--- src/rtl/pwm_deadtime_gen_if.sv ---
// Gate-driver bundle for the three-phase PWM generator: modulator controls in, gate drives and status out.
interface pwm_deadtime_gen_if;
    logic       enable;
    logic       fault;
    logic [7:0] duty_a;
    logic [7:0] duty_b;
    logic [7:0] duty_c;
    logic       gate_ah;
    logic       gate_al;
    logic       gate_bh;
    logic       gate_bl;
    logic       gate_ch;
    logic       gate_cl;
    logic       period_start;
    logic       fault_latched;

    modport master (
        output enable, fault, duty_a, duty_b, duty_c,
        input  gate_ah, gate_al, gate_bh, gate_bl, gate_ch, gate_cl,
        input  period_start, fault_latched
    );

    modport slave (
        input  enable, fault, duty_a, duty_b, duty_c,
        output gate_ah, gate_al, gate_bh, gate_bl, gate_ch, gate_cl,
        output period_start, fault_latched
    );
endinterface

--- src/rtl/pwm_deadtime_gen.sv ---
// Three-phase edge-aligned PWM with period-synchronous duty shadowing, per-phase dead-band FSMs
// and a sticky fault shutdown.
module pwm_deadtime_gen #(
    parameter int unsigned DEAD_TIME = 4
) (
    input  logic               clk,
    input  logic               reset,
    pwm_deadtime_gen_if.slave  pwm
);
    localparam int NPH = 3;
    localparam logic [3:0] TMR_LOAD = 4'(DEAD_TIME - 1);

    typedef enum logic [1:0] {OFF, LOW_ON, DEAD, HIGH_ON} ph_state_e;

    logic [7:0]           cnt_q, cnt_d;
    logic                 fault_q, fault_d;
    logic [NPH-1:0][7:0]  duty, shadow_q, shadow_d;
    logic [NPH-1:0]       raw, gate_h, gate_l;
    logic                 running, go;

    assign duty    = {pwm.duty_c, pwm.duty_b, pwm.duty_a};
    assign running = pwm.enable & ~fault_q;
    // A fault seen this cycle must already force the gates off next cycle, ahead of the latch.
    assign go      = running & ~pwm.fault;

    always_comb begin
        fault_d = fault_q | pwm.fault;
        cnt_d   = go ? cnt_q + 8'd1 : 8'd0;
        for (int p = 0; p < NPH; p++)
            shadow_d[p] = (!running || cnt_q == 8'hFF) ? duty[p] : shadow_q[p];
    end

    always_ff @(posedge clk) begin
        if (!reset) begin
            cnt_q    <= '0;
            fault_q  <= 1'b0;
            shadow_q <= '0;
        end else begin
            cnt_q    <= cnt_d;
            fault_q  <= fault_d;
            shadow_q <= shadow_d;
        end
    end

    for (genvar p = 0; p < NPH; p++) begin : g_ph
        ph_state_e  st_q, st_d;
        logic [3:0] tmr_q, tmr_d;
        logic       tgt_q, tgt_d;

        assign raw[p] = cnt_q < shadow_q[p];

        always_ff @(posedge clk) begin
            if (!reset) begin
                st_q  <= OFF;
                tmr_q <= '0;
                tgt_q <= 1'b0;
            end else begin
                st_q  <= st_d;
                tmr_q <= tmr_d;
                tgt_q <= tgt_d;
            end
        end

        // DEAD restarts its timer whenever the demand flips, so short pulses never reach a gate.
        always_comb begin
            st_d  = st_q;
            tmr_d = tmr_q;
            tgt_d = tgt_q;
            if (!go) begin
                st_d = OFF;
            end else begin
                case (st_q)
                    OFF: begin
                        st_d  = DEAD;
                        tgt_d = raw[p];
                        tmr_d = TMR_LOAD;
                    end
                    LOW_ON: if (raw[p]) begin
                        st_d  = DEAD;
                        tgt_d = 1'b1;
                        tmr_d = TMR_LOAD;
                    end
                    HIGH_ON: if (!raw[p]) begin
                        st_d  = DEAD;
                        tgt_d = 1'b0;
                        tmr_d = TMR_LOAD;
                    end
                    DEAD: begin
                        if (raw[p] != tgt_q) begin
                            tgt_d = raw[p];
                            tmr_d = TMR_LOAD;
                        end else if (tmr_q == 4'd0) begin
                            st_d = tgt_q ? HIGH_ON : LOW_ON;
                        end else begin
                            tmr_d = tmr_q - 4'd1;
                        end
                    end
                    default: st_d = OFF;
                endcase
            end
        end

        assign gate_h[p] = (st_q == HIGH_ON);
        assign gate_l[p] = (st_q == LOW_ON);
    end

    assign pwm.gate_ah       = gate_h[0];
    assign pwm.gate_al       = gate_l[0];
    assign pwm.gate_bh       = gate_h[1];
    assign pwm.gate_bl       = gate_l[1];
    assign pwm.gate_ch       = gate_h[2];
    assign pwm.gate_cl       = gate_l[2];
    assign pwm.period_start  = running & (cnt_q == 8'd0);
    assign pwm.fault_latched = fault_q;
endmodule

--- src/flat_wrapper.sv ---
// flat-port wrapper written by rule: the top's interface ports become plain ports
module pwm_deadtime_gen_flat 
#(
    parameter int unsigned DEAD_TIME = 4
)
  (clk, reset, pwm_enable, pwm_fault, pwm_duty_a, pwm_duty_b, pwm_duty_c, pwm_gate_ah, pwm_gate_al, pwm_gate_bh, pwm_gate_bl, pwm_gate_ch, pwm_gate_cl, pwm_period_start, pwm_fault_latched);
  pwm_deadtime_gen_if pwm_i ();
  input  logic clk;
  input  logic reset;
  input wire logic [$bits(pwm_i.enable)-1:0] pwm_enable;
  input wire logic [$bits(pwm_i.fault)-1:0] pwm_fault;
  input wire logic [$bits(pwm_i.duty_a)-1:0] pwm_duty_a;
  input wire logic [$bits(pwm_i.duty_b)-1:0] pwm_duty_b;
  input wire logic [$bits(pwm_i.duty_c)-1:0] pwm_duty_c;
  output wire logic [$bits(pwm_i.gate_ah)-1:0] pwm_gate_ah;
  output wire logic [$bits(pwm_i.gate_al)-1:0] pwm_gate_al;
  output wire logic [$bits(pwm_i.gate_bh)-1:0] pwm_gate_bh;
  output wire logic [$bits(pwm_i.gate_bl)-1:0] pwm_gate_bl;
  output wire logic [$bits(pwm_i.gate_ch)-1:0] pwm_gate_ch;
  output wire logic [$bits(pwm_i.gate_cl)-1:0] pwm_gate_cl;
  output wire logic [$bits(pwm_i.period_start)-1:0] pwm_period_start;
  output wire logic [$bits(pwm_i.fault_latched)-1:0] pwm_fault_latched;
  assign pwm_i.enable = pwm_enable;
  assign pwm_i.fault = pwm_fault;
  assign pwm_i.duty_a = pwm_duty_a;
  assign pwm_i.duty_b = pwm_duty_b;
  assign pwm_i.duty_c = pwm_duty_c;
  assign pwm_gate_ah = pwm_i.gate_ah;
  assign pwm_gate_al = pwm_i.gate_al;
  assign pwm_gate_bh = pwm_i.gate_bh;
  assign pwm_gate_bl = pwm_i.gate_bl;
  assign pwm_gate_ch = pwm_i.gate_ch;
  assign pwm_gate_cl = pwm_i.gate_cl;
  assign pwm_period_start = pwm_i.period_start;
  assign pwm_fault_latched = pwm_i.fault_latched;
  pwm_deadtime_gen #(.DEAD_TIME(DEAD_TIME)) u_core (.clk(clk), .reset(reset), .pwm(pwm_i));
endmodule
--- config.mk ---
export PLATFORM = sky130hd
export DESIGN_NAME = pwm_deadtime_gen_flat
export DESIGN_NICKNAME = d
export VERILOG_FILES = /design/src/rtl/pwm_deadtime_gen_if.sv /design/src/rtl/pwm_deadtime_gen.sv /design/src/flat_wrapper.sv
export SDC_FILE = /design/constraint.sdc
export NUM_CORES = 1
export LEC_CHECK = 0
export ABC_AREA = 1
export CAP_MARGIN = 0
export CORE_MARGIN = 2
export CORE_UTILIZATION = 60
export CTS_CLUSTER_SIZE = 30
export DETAILED_ROUTE_END_ITERATION = 12
export GPL_TIMING_DRIVEN = 0
export PLACE_DENSITY = 0.87
export REMOVE_ABC_BUFFERS = 1
export SLEW_MARGIN = 20
export SYNTH_ARGS = -nofsm -noshare
export SYNTH_HDL_FRONTEND = slang
export SYNTH_SLANG_ARGS = --single-unit
--- constraint.sdc ---
create_clock -name clk -period 4.45 [get_ports clk]
set_input_delay 0.445 -clock clk [delete_from_list [all_inputs] [get_ports clk]]
set_output_delay 0.445 -clock clk [all_outputs]
set_load 0.1 [all_outputs]
**After elaboration in Yosys (flattened, before gate mapping)**

Cells that the tools add are included.

- Register bits after elaboration: 54
- Input port bits: 28
- Output and inout port bits: 8
- Word-level logic and storage cells: 122

- Add/subtract/negate cells: 4
- Magnitude comparators: 3
- Equal/unequal tests: 31
- Muxes and demuxes: 45
- Bitwise operators: 6
- Reductions and logical operators: 19

Operators with widths:

| operator | count |
|---|---|
| $mux 4 | 12 |
| $pmux 4 s4 | 3 |
| $reduce_and 4->1 | 9 |
| $mux 2 | 15 |
| $lt 8x8->1 | 3 |
| $pmux 2 s4 | 3 |
| $ne 2x1->1 const B | 9 |
| $eq 2x2->1 const B | 6 |
| $logic_not 4->1 | 3 |
| $ne 2x2->1 const B | 6 |
| $pmux 1 s4 | 3 |
| $sub 4x1->4 const B | 3 |
| $mux 1 | 9 |
| $ne 3x2->1 const B | 3 |
| $add 8x1->8 const B | 1 |
| $eq 8x8->1 const B | 1 |
| $logic_not 8->1 | 1 |
| $eq 2x1->1 const B | 3 |
| $logic_not 2->1 | 3 |
| $and 1x1->1 | 3 |
| $ne 1x1->1 | 3 |
| $not 1->1 | 2 |
| $reduce_and 2->1 | 1 |
| $logic_not 1->1 | 1 |
| other kinds (2) | 2 |

**Logic depth before layout (Yosys ltp)**

Gate-level depths: netlist of the first run.

- Depth after elaboration: 4
- Depth in mapped cells: 15
- Gate-level depth less buffers: 15

**Worst setup path before layout of the first run**

No wires, ideal clock.

- Path kind: register -> output
- Start: register u_core.fault_q, in the netlist u_core.pwm.fault_latched
- End: output pwm_period_start
- Data arrival time: 2.993 ns
- Data required time: 4.005 ns
- Slack: 1.012 ns
- Stages on the path, launching flop included: 4
- Path through: dfxtp_1 > inv_1 > nand2_1 > nor3_1

- Longest elaborated chain between the ends: 3

Ends and longest elaborated chain:

| what | RTL line | source |
|---|---|---|
| from (decl) | pwm_deadtime_gen.sv:16 | `logic fault_q, fault_d;` |
| from (signal assigned) | pwm_deadtime_gen.sv:40 | `fault_q <= fault_d;` |
| $not 1->1 | pwm_deadtime_gen.sv:22 | `assign running = pwm.enable & ~fault_q;` |
| $and 1x1->1 | pwm_deadtime_gen.sv:22 |  |
| $and 1x1->1 | pwm_deadtime_gen.sv:113 | `assign pwm.period_start = running & (cnt_q == 8'd0);` |
| to (decl) | flat_wrapper.sv:21 | `output wire logic [$bits(pwm_i.period_start)-1:0] pwm_period_start;` |

Every way passes these cells.

**Worst setup path in the final report of the first run**

- Start: input pwm_enable
- End: output pwm_period_start

- Longest elaborated chain between the ends: 2

Ends and longest elaborated chain:

| what | RTL line | source |
|---|---|---|
| from (decl) | flat_wrapper.sv:10 | `input wire logic [$bits(pwm_i.enable)-1:0] pwm_enable;` |
| $and 1x1->1 | pwm_deadtime_gen.sv:22 |  |
| $and 1x1->1 | pwm_deadtime_gen.sv:113 |  |

Every way passes these cells.

==> results of run 1 <==
## registers in the layout (all words and copies together) (netlist names)
| register | flops |
|---|---|
| u_core.shadow_q | 24 |
| u_core.g_ph.tmr_q | 12 |
| u_core.cnt_q | 8 |
| u_core.g_ph.tgt_q | 3 |
| u_core.g_ph.st_q | 6 |
| u_core.pwm.fault_latched | 1 |
## per-layer routing
metal	vias to the layer above	GRT usage, %	wire length (µm)
met1	1233	27.2	2650
met2	63	42.2	3130
met4	0	8.00	87
li1	1427	-	-
met5	-	0	0
met3	8	4.64	328
## cells by family after synthesis
| family | Yosys count | synth area share, % |
|---|---|---|
| flops | 54 | 34.8 |
| buf+inv | 80 | 10.4 |
| xor+xnor | 7 | 1.97 |
| compound gates | 79 | 13.2 |
| fa+ha+maj | 27 | 10.9 |
| simple gates | 178 | 28.8 |
## through the flow
| step | setup WS, ns | cells | utilization (%) | hold slack [ns] | cell area, µm² |
|---|---|---|---|---|---|
| finish | 1.58 | 529 | 71.4 | 0.462 | 3600 |
| detailed placement | 1.43 | 522 | 69.2 | 0.444 | 3490 |
| global placement | 1.53 | 522 | 69.2 | 0.437 | 3490 |
| global route | 1.52 | 529 | 71.4 | 0.496 | 3600 |
| CTS | 1.56 | 529 | 71.5 | 0.466 | 3600 |
| floorplan | 1.01 | 417 | - | 0.429 | 3050 |
## placed cells by master (no fill, tap or decap), drive strengths merged
cell type	synthesis	routed
a21oi	43	43
a31oi	3	3
and3	1	1
buf	4	1
bufinv	0	1
clkbuf	4	6
clkdlybuf4s50	0	34
dfxtp	54	54
ha	27	27
inv	72	72
nand2	86	86
nand3	23	23
nand4	6	6
nor2	52	52
nor3	9	9
nor4	1	1
o21a	1	1
o21ai	29	29
o21bai	3	3
xnor2	2	2
xor2	5	5
## critical path: stages
cell             delay, ns
clkdlybuf4s50_1       0.49
nand2_1               0.09
nor3_1                0.22
clkdlybuf4s50_1       1.17
## worst min-delay path by stage
stage	cells after the start	startpoint	slack [ns]	to
2_1_floorplan	1	u_core.cnt_q[0]	0.43	u_core.cnt_q[0]
3_3_place_gp	1	u_core.cnt_q[0]	0.44	u_core.cnt_q[0]
3_5_place_dp	1	u_core.cnt_q[0]	0.44	u_core.cnt_q[0]
4_1_cts	1	u_core.cnt_q[0]	0.47	u_core.cnt_q[0]
5_1_grt	2	u_core.shadow_q[6]	0.50	u_core.shadow_q[6]
6_report	1	u_core.cnt_q[0]	0.46	u_core.cnt_q[0]
## synth_stat cells
| cell type | instances |
|---|---|
| nor2_1 | 49 |
| a21oi_1 | 43 |
| o21a_1 | 1 |
| nand2_4 | 6 |
| o21bai_1 | 3 |
| nor4_2 | 1 |
| nand3_1 | 20 |
| nor3_2 | 1 |
| nand2_1 | 69 |
| nor2_4 | 2 |
| inv_2 | 4 |
| inv_1 | 68 |
| nor3_1 | 7 |
| clkbuf_8 | 1 |
| a31oi_1 | 3 |
| xnor2_1 | 2 |
| o21ai_0 | 29 |
| nor2_8 | 1 |
| nand3_2 | 2 |
| buf_2 | 3 |
| xor2_1 | 5 |
| nand3_4 | 1 |
| clkbuf_1 | 1 |
| nand4_1 | 5 |
| nor3_4 | 1 |
| nand2_2 | 11 |
| buf_6 | 1 |
| ha_1 | 27 |
| and3_2 | 1 |
| nand4_4 | 1 |
| dfxtp_1 | 54 |
| clkbuf_2 | 2 |
## power by group
group	switching [mW]	total [mW]	internal, mW
clock	0.158	0.339	0.180
combinational	0.109	0.182	0.0730
sequential	0.0131	0.524	0.511
## area by class of cell
| cell class | count | area, µm² |
|---|---|---|
| Multi-Input combinational cell | 291 | 1700 |
| Fill cell | 420 | 1440 |
| Sequential cell | 54 | 1080 |
| Timing Repair Buffer | 35 | 345 |
| Inverter | 72 | 270 |
| Tap cell | 70 | 87.6 |
| Clock buffer | 6 | 82.6 |
| Clock inverter | 1 | 30.0 |
==> flow_metrics.env, run 1 <==
export IMPL_cts_buffers=5
export IMPL_clock_sinks=54
export IMPL_post_route_period_util_pct=64.5
export IMPL_setup_viol=0
export IMPL_synthDistinctLibCells=32
export IMPL_power_leakage_nw=1.65
export IMPL_r2r_slack_ns=2.38
export IMPL_cts_resized=0
export IMPL_r2r_start="u_core.cnt_q[1]"
export IMPL_die_area_um2=5770
export IMPL_worstMarginPinSlew_ns=0.972
export IMPL_grt_pass1_wl_mm=11.2
export IMPL_synth_seq_area_share_pct=34.8
export IMPL_maxSlewHeadroom_pct=35.0
export IMPL_hold_buffers=0
export IMPL_grt_antenna_before_repair=0
export IMPL_synth_cells=425
export IMPL_gp_congestion=0.855
export IMPL_clk_pin_slew_ns=0.08
export IMPL_cp_endpoint="pwm_period_start"
export IMPL_arrival_ns=2.42
export IMPL_first_iter_violations=174
export IMPL_report_final_slew_viol_count=0
export IMPL_max_vdd_ir_drop_mv=0.178
export IMPL_synth_top_cell_area_share_pct=34.8
export IMPL_num_io_pins=36
export IMPL_vias=2731
export IMPL_grt_pass1_vias=2652
export IMPL_rsz0062_at_grt="false"
export IMPL_hold_path_class="reg -> reg"
export IMPL_crit_fanout=2
export IMPL_reg2reg_depth=10
export IMPL_cts_tree="yes"
export IMPL_hold_viol_final=0
export IMPL_tns_ns=0
export IMPL_drtPass1Iterations=4
export IMPL_die_h_um=76.0
export IMPL_wl_mm=6.20
export IMPL_globalRouteOverflowTotal=0
export IMPL_crit_start="pwm_enable"
export IMPL_fin_skew_ns=0.0143
export IMPL_maxCapViolations=0
export IMPL_critPathLaunchType="input port"
export IMPL_synth_seq_cells=54
export IMPL_period_minus_slack_ns=2.87
export IMPL_drc_errors=0
export IMPL_viasPerCell=5.16
export IMPL_grt_max_degree=46
export IMPL_coreArea_um2=5040
export IMPL_status="finished, final reports clean"
export IMPL_timing_rr_end="u_core.shadow_q[13]"
export IMPL_post_cts_buffers=0
export IMPL_initial_utilization_pct=61.6
export IMPL_fin_nets=514
export IMPL_postRouteAntennaNets=0
export IMPL_drive_gt1_share_pct=8.71
export IMPL_avgSynthCellArea_um2=7.31
export IMPL_clk_path_buf_depth=2
export IMPL_powerDensity_nw_per_um2=290
export IMPL_endpoint_kind="primary output"
export IMPL_crit_type="in -> out"
export IMPL_row_count=26
export IMPL_fp_dieW_um=76.0
export IMPL_synthTopCellsByArea="dfxtp_1, ha_1, nand2_1"
export IMPL_area_delta_synth_final_pct=15.8
export IMPL_fmax_mhz=348
export IMPL_crit_required_ns=4.01
export IMPL_grt_usage_pct=23.2
export IMPL_port_buffers=35
export IMPL_cts_htree_levels=2
export IMPL_clkLatencyLatePin_ns=0.31
export IMPL_dp_hpwl_mm=4.66
export IMPL_synth_warnings=0
export IMPL_synth_top_area_cell="dfxtp_1"
export IMPL_wl_per_cell_um=11.7
export IMPL_syn_cell_area_um2=3110
export IMPL_total_power_mw=1.04
export IMPL_clock_root_buffer="clkbuf_8"
export IMPL_diodes=0
Power figures use the tool's default switching activity.
==> run 2, diff against run 1 <==
--- a/config.mk
+++ b/config.mk
@@ -8,11 +8,11 @@
 export ABC_AREA = 1
 export CAP_MARGIN = 0
 export CORE_MARGIN = 2
-export CORE_UTILIZATION = 60
+export CORE_UTILIZATION = 56
 export CTS_CLUSTER_SIZE = 30
 export DETAILED_ROUTE_END_ITERATION = 12
 export GPL_TIMING_DRIVEN = 0
-export PLACE_DENSITY = 0.87
+export PLACE_DENSITY = 0.82
 export REMOVE_ABC_BUFFERS = 1
 export SLEW_MARGIN = 20
 export SYNTH_ARGS = -nofsm -noshare
==> constraint.sdc (replaced) <==
create_clock -name clk -period 2.85 [get_ports clk]
set_input_delay 0.285 -clock clk [delete_from_list [all_inputs] [get_ports clk]]
set_output_delay 0.285 -clock clk [all_outputs]
set_load 0.1 [all_outputs]
==> flow_metrics.env, run 2 (synthesized netlist as in run 1, its figures left out) <==
export IMPL_coreArea_um2=5440
export IMPL_cts_resized=0
export IMPL_post_route_worst_setup_slack_ns=0.197
export IMPL_hold_start="u_core.cnt_q[0]"
export IMPL_crit_required_ns=2.57
export IMPL_r2r_start="u_core.cnt_q[1]"
export IMPL_r2r_slack_ns=0.84
export IMPL_mostFrequentLayoutCells="nand2_1, inv_1, dfxtp_1"
export IMPL_pre_cts_ws_ns=0.0199
export IMPL_utilization_pct=65.9
export IMPL_port_buffers=35
export IMPL_fmax_mhz=377
export IMPL_die_area_um2=6160
export IMPL_setup_viol=0
export IMPL_grt_pass1_vias=2600
export IMPL_fin_nets=514
export IMPL_placed_cell_area_um2=3490
export IMPL_total_power_mw=1.55
export IMPL_top_regs="u_core.shadow_q: 24 flops, u_core.g_ph.tmr_q: 12 flops, u_core.cnt_q: 8 flops"
export IMPL_cpPeakStageDelay_ns=1.17
export IMPL_grt_antenna_before_repair=0
export IMPL_report_final_slew_viol_count=0
export IMPL_cts_htree_levels=2
export IMPL_nFillCells=475
export IMPL_crit_fanout=5
export IMPL_diodes=0
export IMPL_wl_mm=5.89
export IMPL_die_h_um=78.5
export IMPL_powerDensity_nw_per_um2=432
export IMPL_cts_buffers=5
export IMPL_fp_dieW_um=78.5
export IMPL_drive_gt1_share_pct=8.91
export IMPL_grt_usage_pct=21.4
export IMPL_tns_ns=0
export IMPL_hold_end="u_core.cnt_q[0]"
export IMPL_grt_pass1_wl_mm=10.8
export IMPL_grt_max_degree=46
export IMPL_vias=2691
export IMPL_hold_buffers=0
export IMPL_cts_tree="yes"
export IMPL_hold_viol_final=0
export IMPL_final_common_cell="nand2_1"
export IMPL_first_iter_violations=67
export IMPL_largest_reg_flops=24
export IMPL_post_cts_buffers=0
export IMPL_viasPerCell=5.06
export IMPL_gp_congestion=0.811
export IMPL_clock_root_buffer="clkbuf_8"
export IMPL_timing_rr_end="u_core.shadow_q[13]"
export IMPL_worstMarginPinSlew_ns=0.975
export IMPL_drtPass1Iterations=4
export IMPL_dp_hpwl_mm=4.50
export IMPL_power_leakage_nw=1.64
export IMPL_post_route_period_util_pct=93.1
export IMPL_row_count=27
export IMPL_critPathSlowestCell="clkdlybuf4s50_1"
export IMPL_hold_depth=1
export IMPL_drc_errors=0
export IMPL_clock_sinks=54
export IMPL_period_minus_slack_ns=2.65
export IMPL_initial_utilization_pct=57.1
export IMPL_critPathLaunchType="flop"
export IMPL_wl_per_cell_um=11.1
export IMPL_rsz0062_at_grt="false"
export IMPL_area_delta_synth_final_pct=15.3
export IMPL_fin_skew_ns=0.00633
export IMPL_postRouteAntennaNets=0
export IMPL_maxCapViolations=0
export IMPL_maxSlewHeadroom_pct=34.8
export IMPL_clk_pin_slew_ns=0.10
export IMPL_max_vdd_ir_drop_mv=0.383
export IMPL_hold_path_class="reg -> reg"
export IMPL_path_delay_family="buffers and inverters"
export IMPL_finalInstanceArea_um2=3580
export IMPL_path_cells="inv_1 > ha_1 > nand4_1 > nor3_1 > clkdlybuf4s50_1"
export IMPL_reg2reg_depth=10
export IMPL_clkLatencyLatePin_ns=0.31
export IMPL_status="finished, final reports clean"
export IMPL_endpoint_kind="primary output"
export IMPL_globalRouteOverflowTotal=0
export IMPL_num_io_pins=36
export IMPL_crit_type="reg -> out"
export IMPL_cp_num_buf_inv=2
export IMPL_cp_depth=5
export IMPL_arrival_ns=2.37
export IMPL_regMostFlops="u_core.shadow_q"
export IMPL_clk_path_buf_depth=2
[run 2: cell types whose count changed in the layout (fill, tap and decap cells not counted), sizes merged]
cell / delta
clkinv: +1
bufinv: -1
clkinvlp: +1
[run 2: how the worst max path moves through the flow]
stage / startpoint / endpoint
global route: u_core.cnt_q[1] / pwm_period_start
floorplan: u_core.pwm.fault_latched / pwm_period_start
finish: u_core.cnt_q[1] / pwm_period_start
detailed placement: reset / u_core.g_ph[0].st_q[1]
CTS: u_core.cnt_q[1] / pwm_period_start
global placement: reset / u_core.g_ph[0].st_q[1]
[run 2: layout make-up]
class	count	area [µm²]	share of cell area [%]
Timing Repair Buffer	35	345	9.64
Inverter	72	270	7.54
Sequential cell	54	1080	30.2
Clock buffer	6	82.6	2.30
Tap cell	72	90.1	2.51
Clock inverter	2	12.5	0.349
Multi-Input combinational cell	291	1700	47.5
[run 2: routing by layer]
metal  wire length, µm  vias to the layer above  global-route usage, %  part of all wire [%]
met5                 0                        -                      0                     0
met4                71                        0                   6.32                   1.2
met3               221                        6                   4.83                   3.8
met2              2840                       50                   38.9                    48
met1              2760                     1207                   25.0                    47
li1                  -                     1428                      -                     -
[run 2: where the power goes]
part           leakage, nW  switching (mW)  internal [mW]
Sequential           0.445          0.0204          0.798
Combinational         1.15           0.165          0.114
Clock               0.0472           0.254          0.196
Total                 1.64           0.439           1.11
[run 2: through the flow]
stage,cells,hold WS (ns)
3_5_place_dp,524,0.447
3_3_place_gp,524,0.437
5_1_grt,532,0.495
4_1_cts,532,0.471
6_report,532,0.465
2_1_floorplan,417,0.401
==> run 3, diff against run 2 <==
--- a/config.mk
+++ b/config.mk
@@ -7,7 +7,7 @@
 export LEC_CHECK = 0
 export ABC_AREA = 1
 export CAP_MARGIN = 0
-export CORE_MARGIN = 2
+export CORE_MARGIN = 5
 export CORE_UTILIZATION = 56
 export CTS_CLUSTER_SIZE = 30
 export DETAILED_ROUTE_END_ITERATION = 12
==> flow_metrics.env, run 3 (synthesized netlist as in run 1, its figures left out) <==
export IMPL_area_delta_synth_final_pct=14.7
export IMPL_cts_buffers=5
export IMPL_drive_gt1_share_pct=8.28
export IMPL_grt_usage_pct=17.4
export IMPL_rsz0062_at_grt="false"
export IMPL_fp_dieW_um=84.5
export IMPL_power_leakage_nw=1.63
export IMPL_status="finished, final reports clean"
export IMPL_fmax_mhz=368
export IMPL_hold_path_class="reg -> reg"
export IMPL_coreArea_um2=5440
export IMPL_critPathLaunchType="flop"
export IMPL_mostFrequentLayoutCells="nand2_1, inv_1, dfxtp_1"
export IMPL_clock_root_buffer="clkbuf_8"
export IMPL_maxCapViolations=0
export IMPL_cts_htree_levels=2
export IMPL_post_cts_buffers=0
export IMPL_grt_antenna_before_repair=0
export IMPL_crit_type="reg -> out"
export IMPL_powerDensity_nw_per_um2=423
export IMPL_globalRouteOverflowTotal=0
export IMPL_drtPass1Iterations=4
export IMPL_num_io_pins=36
export IMPL_fin_nets=514
export IMPL_arrival_ns=2.43
export IMPL_period_minus_slack_ns=2.72
export IMPL_final_common_cell="nand2_1"
export IMPL_clock_sinks=54
export IMPL_initial_utilization_pct=57.1
export IMPL_critPathSlowestCell="clkdlybuf4s50_1"
export IMPL_vias=2683
export IMPL_die_h_um=84.5
export IMPL_drc_errors=0
export IMPL_cts_resized=0
export IMPL_hold_buffers=0
export IMPL_worstMarginPinSlew_ns=0.970
export IMPL_grt_max_degree=46
export IMPL_postRouteAntennaNets=0
export IMPL_viasPerCell=5.05
export IMPL_largest_reg_flops=24
export IMPL_row_count=27
export IMPL_cts_tree="yes"
export IMPL_die_area_um2=7140
export IMPL_dp_hpwl_mm=4.59
export IMPL_report_final_slew_viol_count=0
export IMPL_post_route_period_util_pct=95.4
export IMPL_cpPeakStageDelay_ns=1.19
export IMPL_path_cells="inv_1 > ha_1 > nand4_1 > nor3_1 > clkdlybuf4s50_1"
export IMPL_placed_cell_area_um2=3490
export IMPL_max_vdd_ir_drop_mv=0.271
export IMPL_regMostFlops="u_core.shadow_q"
export IMPL_endpoint_kind="primary output"
export IMPL_fin_skew_ns=0.00536
export IMPL_wl_mm=5.97
export IMPL_clkLatencyLatePin_ns=0.31
export IMPL_diodes=0
export IMPL_port_buffers=35
export IMPL_maxSlewHeadroom_pct=35.2
export IMPL_first_iter_violations=79
export IMPL_r2r_slack_ns=0.82
export IMPL_wl_per_cell_um=11.3
export IMPL_crit_fanout=5
export IMPL_grt_pass1_vias=2511
export IMPL_setup_viol=0
export IMPL_clk_path_buf_depth=2
export IMPL_top_regs="u_core.shadow_q: 24 flops, u_core.g_ph.tmr_q: 12 flops, u_core.cnt_q: 8 flops"
export IMPL_utilization_pct=65.5
export IMPL_clk_pin_slew_ns=0.09
export IMPL_gp_congestion=0.806
export IMPL_hold_viol_final=0
export IMPL_grt_pass1_wl_mm=10.3
export IMPL_crit_required_ns=2.57
export IMPL_finalInstanceArea_um2=3560
[run 3: routing by layer]
metal  wire length [µm]  GRT usage, %
met5                  0             0
met4                 80          6.19
met3                246          4.12
met2               2860          30.9
met1               2790          20.4
[run 3: critical path, delay by kind of cell (launching register included)]
family                   cells  cell delay, ns
flip-flops                   1            0.37
AND/OR/NAND/NOR              2            0.32
buffers and inverters        2            1.28
adder cells (fa/ha/maj)      1            0.14
[run 3: worst paths after layout]
| check | start | end | cells past startpoint |
|---|---|---|---|
| worst max register to register | u_core.cnt_q[1] | u_core.shadow_q[15] | 10 |
| worst min-delay path | u_core.shadow_q[3] | u_core.shadow_q[3] | 2 |
| worst min register to register | u_core.shadow_q[3] | u_core.shadow_q[3] | 2 |
| worst max-delay path | u_core.cnt_q[1] | pwm_period_start | 5 |
[run 3: power by group]
group          switching (mW)  internal, mW  total [mW]
clock network           0.240         0.170       0.410
registers              0.0198         0.798       0.818
logic                   0.168         0.114       0.282
total                   0.427          1.08        1.51
[run 3: stage by stage]
| step | setup WS [ns] | TNS (ns) | total power [mW] | cells | hold WS (ns) |
|---|---|---|---|---|---|
| 6_report | 0.132 | 0 | 1.51 | 531 | 0.463 |
| 5_1_grt | 0.0563 | 0 | 1.60 | 531 | 0.491 |
| 4_1_cts | 0.153 | 0 | 1.53 | 531 | 0.467 |
| 3_5_place_dp | -0.00279 | -0.00279 | 1.12 | 524 | 0.444 |
| 3_3_place_gp | 0.0908 | 0 | 1.11 | 524 | 0.437 |
| 2_1_floorplan | -0.428 | -0.428 | 1.03 | 417 | 0.401 |
[run 3: final cells by class]
class	instances	area [µm²]
timing repair buffer	35	345
fill	485	1870
tap	72	90.1
multi-input combinational	291	1700
clock buffer	7	76.3
inverter	72	270
sequential	54	1080
